**src/rtl/risc23_pkg.sv**
```systemverilog
// rtl/risc23_pkg.sv - shared types and constants for the IITB-RISC-23 LM/SM sequencer
package risc23_pkg;

  typedef logic [2:0] reg_addr_t;

  typedef enum logic {
    IDLE = 1'b0,
    RUN  = 1'b1
  } lmsm_state_t;

  localparam int LMSM_ADDR_STEP = 2;

endpackage

```
**src/rtl/lsb_priority_encoder.sv**
```systemverilog
// rtl/lsb_priority_encoder.sv - lowest-set-bit index, one-hot and single-bit flag of an 8-bit vector
module lsb_priority_encoder
  import risc23_pkg::*;
(
  input  logic [7:0] bits,
  output reg_addr_t  index,
  output logic [7:0] onehot,
  output logic       only_one
);

  // Two's-complement trick isolates the lowest set bit.
  assign onehot   = bits & (~bits + 8'd1);
  assign only_one = (bits != 8'd0) && ((bits & (bits - 8'd1)) == 8'd0);

  always_comb begin
    index = '0;
    for (int i = 7; i >= 0; i--) begin
      if (bits[i]) index = reg_addr_t'(i);
    end
  end

endmodule

```
**src/rtl/lmsm_sequencer.sv**
```systemverilog
// rtl/lmsm_sequencer.sv - expands an LM/SM descriptor into one memory micro-op per mask bit
// Optional abort input enabled by defining LMSM_ABORT_EN.
module lmsm_sequencer
  import risc23_pkg::*;
#(
  parameter int ADDR_W    = 16,
  parameter int ADDR_STEP = LMSM_ADDR_STEP
) (
  input  logic              clk,
  input  logic              rst,
`ifdef LMSM_ABORT_EN
  input  logic              flush,
`endif
  input  logic              start_valid,
  output logic              start_ready,
  input  logic              start_is_load,
  input  logic [7:0]        start_mask,
  input  logic [ADDR_W-1:0] start_base,
  input  logic              stall_in,
  output logic              uop_valid,
  output logic              uop_is_load,
  output reg_addr_t         uop_reg,
  output logic [ADDR_W-1:0] uop_addr,
  output logic              uop_rf_we,
  output logic              uop_last,
  output logic              frontend_stall
);

  lmsm_state_t       state;
  logic [7:0]        mask_r;
  logic [ADDR_W-1:0] addr_r;
  logic              is_load_r;

  reg_addr_t  low_index;
  logic [7:0] low_onehot;
  logic       only_one;
  logic       abort;
  logic       run;

  lsb_priority_encoder u_enc (
    .bits     (mask_r),
    .index    (low_index),
    .onehot   (low_onehot),
    .only_one (only_one)
  );

`ifdef LMSM_ABORT_EN
  assign abort = flush;
`else
  assign abort = 1'b0;
`endif

  assign run = (state == RUN);

  always_ff @(posedge clk or posedge rst) begin
    if (rst) begin
      state     <= IDLE;
      mask_r    <= '0;
      addr_r    <= '0;
      is_load_r <= 1'b0;
    end else begin
      case (state)
        IDLE: begin
          // A zero-mask descriptor is consumed here without leaving IDLE.
          if (start_valid && (start_mask != 8'd0)) begin
            mask_r    <= start_mask;
            addr_r    <= start_base;
            is_load_r <= start_is_load;
            state     <= RUN;
          end
        end
        RUN: begin
          if (abort) begin
            mask_r <= '0;
            state  <= IDLE;
          end else if (!stall_in) begin
            mask_r <= mask_r & ~low_onehot;
            addr_r <= addr_r + ADDR_W'(ADDR_STEP);
            if (only_one) state <= IDLE;
          end
        end
        default: state <= IDLE;
      endcase
    end
  end

  assign start_ready    = !run;
  assign frontend_stall = run;
  assign uop_valid      = run;
  assign uop_is_load    = run & is_load_r;
  assign uop_rf_we      = run & is_load_r;
  assign uop_last       = run & only_one;
  assign uop_reg        = run ? low_index : reg_addr_t'(0);
  assign uop_addr       = run ? addr_r : '0;

endmodule

```
**config.mk**
```make
export PLATFORM = sky130hd
export DESIGN_NAME = lmsm_sequencer
export DESIGN_NICKNAME = d
export VERILOG_FILES = /design/src/rtl/risc23_pkg.sv /design/src/rtl/lsb_priority_encoder.sv /design/src/rtl/lmsm_sequencer.sv
export SDC_FILE = /design/constraint.sdc
export NUM_CORES = 1
export LEC_CHECK = 0
export ABC_CLOCK_PERIOD_IN_PS = 1600
export BUFFER_PORTS_ARGS = -buffer_cell sky130_fd_sc_hd__buf_2
export CELL_PAD_IN_SITES_DETAIL_PLACEMENT = 1
export CELL_PAD_IN_SITES_GLOBAL_PLACEMENT = 1
export CORE_MARGIN = 3
export CORE_UTILIZATION = 34
export CTS_CLUSTER_DIAMETER = 80
export DETAILED_ROUTE_END_ITERATION = 16
export PLACE_DENSITY = 0.83
export RECOVER_POWER = 100
export SLEW_MARGIN = 20
export SYNTH_ARGS = -nofsm -noshare
export SYNTH_HDL_FRONTEND = slang
export SYNTH_SLANG_ARGS = --single-unit
```
**constraint.sdc**
```tcl
create_clock -name clk -period 1.6 [get_ports clk]
set_input_delay 0.24 -clock clk [delete_from_list [all_inputs] [get_ports clk]]
set_output_delay 0.24 -clock clk [all_outputs]
set_load 0.02 [all_outputs]
```
-- Yosys cells after proc, flatten, opt, wreduce, memory -nomap -nowiden
Index checks and enable logic that the tools add are counted.
- flip-flop bits (word level): 26
- input bits: 29
- logic and storage cells: 45
- add/sub/neg operators: 3
- eq/ne operators: 2
- multiplexer cells: 20
- bitwise operators: 8
- reduce and logical (&&, ||, !) cells: 8
- operator list (kind ; count):
    two-way mux 16 bit ; 3
    one-hot mux 16 bit (2 select lines) ; 1
    two-way mux 3 bit ; 9
    bitwise AND 8 bit ; 3
    adder 16 x 2 -> 16 bit, second input constant ; 1
    two-way mux 8 bit ; 2
    NOT 8 bit ; 2
    one-hot mux 8 bit (2 select lines) ; 1
    nonzero test 8 bit ; 2
    adder 8 x 1 -> 8 bit, second input constant ; 1
    zero test 8 bit ; 1
    subtractor 8 x 1 -> 8 bit, second input constant ; 1
    != test 2 bit, second input constant ; 2
    AND reduction 2 bit ; 2
    two-way mux 1 bit ; 3
    bitwise AND 1 bit ; 2
    logical AND 1 bit ; 2
    one-hot mux 1 bit (2 select lines) ; 1
    zero test 1 bit ; 1
    NOT 1 bit ; 1

-- Longest topological paths before layout
- word-level depth: 9
- depth in mapped cells: 7
- depth with buffers taken out: 5

-- Modules after synthesis
From an unflattened synthesis, not the netlist that was laid out.
- cell total of the unflattened synthesis: 235
- area, all modules: 1996.9 sq um
- modules (own cells, without submodules) (module ; times used ; cells an instance ; area an instance (sq um) ; seq. area each (sq um)):
    lmsm_sequencer ; 1 ; 202 ; 1771.7 ; 650.6
    lsb_priority_encoder ; 1 ; 33 ; 225.2 ; 0.0

-- Least setup slack after synthesis
No wires, ideal clock.
- kind: register to output
- start: reg mask_r[1]
- end: out uop_last
- data arrival time: 1.678 ns
- setup slack: -0.318 ns
- cell stages (with the launch flop): 6
- buffers on the path: 1
- path through: dfrtp_1 buf_6 nor4_1 o211ai_1 a21o_1 a211oi_1
- longest elaborated chain between the ends: 5
- elaborated cells on any way between the ends: 6
- those cells by class: add/sub: 1; bitwise: 2; reduce/logical: 3
- RTL lines (element ; RTL line ; text):
    start, declared ; lmsm_sequencer.sv:30 ; logic [7:0] mask_r;
    start signal, assigned ; lmsm_sequencer.sv:66 ; mask_r <= start_mask;
    start signal, assigned ; lmsm_sequencer.sv:77 ; mask_r <= mask_r & ~low_onehot;
    subtractor 8 x 1 -> 8 bit ; lsb_priority_encoder.sv:13 ; assign only_one = (bits != 8'd0) && ((bits & (bits - 8'd1)) == 8'd0);
    bitwise AND 8 bit ; lsb_priority_encoder.sv:13 ;
    zero test 8 bit ; lsb_priority_encoder.sv:13 ;
    logical AND 1 bit (*) ; lsb_priority_encoder.sv:13 ;
    bitwise AND 1 bit (*) ; lmsm_sequencer.sv:92 ; assign uop_last = run & only_one;
    end, declared ; lmsm_sequencer.sv:25 ; output logic uop_last,
Every way passes the cells marked *; elsewhere a longest branch is shown, timed or not.

-- Final worst setup path
Same ends and word-level chain as after synthesis.

==> metrics <==
later-pin clock latency in the skew report around 0.29 ns; total gr overflow 0; fmax ~470 MHz; CTS buffer count 3; Syn Nets between 200 and 300; most common cell type on the critical path buf_6; post-synthesis sequential area ratio 0.343; worst-path fanout max 3; clk slew on worst S/H paths 0.09 ns; 1st-iter DRT viols 220; Leak between 1.5 and 2 nW; initial antenna violation count 1; total number of vias 2525; Max Cap Violations 0; Final nets between 300 and 400; Critical Path AT approximately 1.9 ns; Final Cell Area 3340 sq um; Worst setup SP type register; share of the synthesized area in the top cell type 0.343; CP Cell Sequence buf_6, or4_4, nand2_2, a21o_1, a211oi_4, buf_6; Synth Area per Inst around 8.6 sq um; Root Buffer clkbuf_8; cell taking the most area after synthesis dfrtp_1; Placed Area roughly 2500 sq um; crit-path max cell delay ~0.57 ns; met3 Use GR 0.0432; final clock skew 0.00586 ns; Vias/cell ~6.3; final core occ 0.634; failing checks setup timing; die area about 6500 sq um; final hold violations 0; vias in the first global route 2397; H-tree depth 1; final worst setup slack -0.515 ns; synth warn 0; PwrDens about 2200 nW/um^2; hpwl dp about 5200 microns; GP Congestion 0.836; filler instances around 600; largest net degree at the start of global routing 27; core box area 5270 sq um; Avg WL per Cell between 20 and 30 microns; most frequent cells in the layout buf_4 (45), buf_2 (39), buf_6 (38); Worst-Margin Slew about 0.73 ns; outcome complete, but fails checks; WL final between 10000 and 15000 microns; Required @ worst endpoint around 1.4 ns; Slew Viols, Final 0; Tcrit/Tclk final 1.32; port buffer count 53; post-synthesis register bit count 26; Hold Path Class in2async; critical path capture point type primary output; VDD IR-drop max roughly 1.2 mV; ranking of synthesized cells by area dfrtp_1 (34%), a22o_1 (4.6%), and2_1 (3.6%); CTS tree done; clk buf depth 2; All-Layer GR Usage 0.251; most common cell after layout, fill and taps aside buf_4; multi-input logic area ~1400 sq um; cell area after synthesis 1900 sq um; die width roughly 80 microns; RSZ-0062 raised after global routing yes; share of cells above drive strength 1 0.601; endpoints failing setup 27; WS Path Type reg2out; Routed Antenna Nets 0; Initial Util 0.360; overall power 7.30 mW; Reg area roughly 660 sq um; Post-synth EDFFs 0; Synth Instances roughly 220; Synth cell types 59; setup TNS -4.19 ns; Post-synth ARST share 1.00; gr busiest metal met2; Die Ht between 80 and 90 microns; Boundary Pins 54; GR Util met2 0.456; FP Rows 26; P&R area growth vs syn 75.8%; Residual DRC 0; met1 usage 0.299; Final min period 2.12 ns; Clock Sinks 26; main flop type after synthesis dfrtp_1; Crit-path slowest cell or4_4; Slew headroom 0.504; 1st-pass router iterations 5; first-pass GRT wire length ~12000 microns
## critical path, delay by kind of cell, from the launching register on
family / cells / cell delay [ns]
compound gates: 2 / 0.24
buf+inv: 2 / 0.26
flops: 1 / 0.41
simple gates: 2 / 0.67
## layout make-up
class / instances / share of cell area
multi-input cells: 163 / 0.430
repair buffers: 129 / 0.314
flip-flops and latches: 26 / 0.198
well taps: 70 / 0.0262
clock buffers: 4 / 0.0165
inverters: 11 / 0.0146
diodes: 1 / 0.000749
## path summary, 6_finish.rpt
| kind | slack [ns] | startpoint | depth (start not counted) | end |
|---|---|---|---|---|
| max | -0.52 | mask_r[1] | 6 | uop_last |
| min | 0.14 | rst | 3 | addr_r[2] |
| max reg2reg | -0.50 | mask_r[2] | 6 | frontend_stall |
| min reg2reg | 0.49 | is_load_r | 2 | is_load_r |
| max in group asynchronous | 0.96 | rst | 3 | mask_r[6] |
| min in group clk | 0.14 | start_is_load | 3 | is_load_r |
## cells by family after synthesis
logic type	synth area share
adder cells (fa/ha/maj)	0.0119
multiplexers	0.0211
AO/OA/AOI/OAI	0.292
buffers and inverters	0.0837
AND/OR/NAND/NOR	0.244
flip-flops	0.343
XOR/XNOR	0.00461
## per-layer routing
layer | part of all wire | vias up
li1 | - | 1059
met1 | 0.40 | 1283
met2 | 0.50 | 147
met3 | 0.066 | 36
met4 | 0.030 | 0
met5 | 0 | -
## cells in the mapped netlist, types with 3 or more instances
master	instances
o221a_2	3
o21ai_1	4
nand2b_1	4
and2_1	11
o21ai_0	7
a22o_1	10
nand4_1	4
a22oi_1	3
o211ai_1	3
buf_2	7
buf_4	4
inv_1	10
mux2i_1	4
a21oi_1	6
a211oi_1	3
dfrtp_1	26
nand3_1	9
nor2_1	16
nor3_1	7
clkbuf_1	6
nor4_1	8
nor2b_1	4
o22ai_1	8
nand2_1	10
## through the flow
stage | setup WS [ns] | std cells | hold WS (ns)
finish | -0.515 | 404 | 0.136
global route | -0.571 | 404 | 0.167
CTS | -0.456 | 383 | 0.0366
detailed placement | -0.366 | 370 | 0.336
global placement | -0.272 | 370 | 0.322
floorplan | -0.113 | 221 | 0.280
## power breakdown
part           switching [mW]  internal (mW)
clock                   0.226          0.221
sequential              0.454          0.950
combinational            2.82           2.63
## state kept, by name (all words and copies together), names as in the netlist
register,count
addr_r,16
mask_r,8
frontend_stall,1
is_load_r,1
## repair_timing
item | in CTS | in global routing
cloned | 0 | 0
hold buffers | 0 | 0
pin swaps | 9 | 24
buffers inserted | 9 | 22
setup endpoints to repair | 20 | 43
gates resized for setup | 33 | 103
Power figures use the tool's default switching activity.
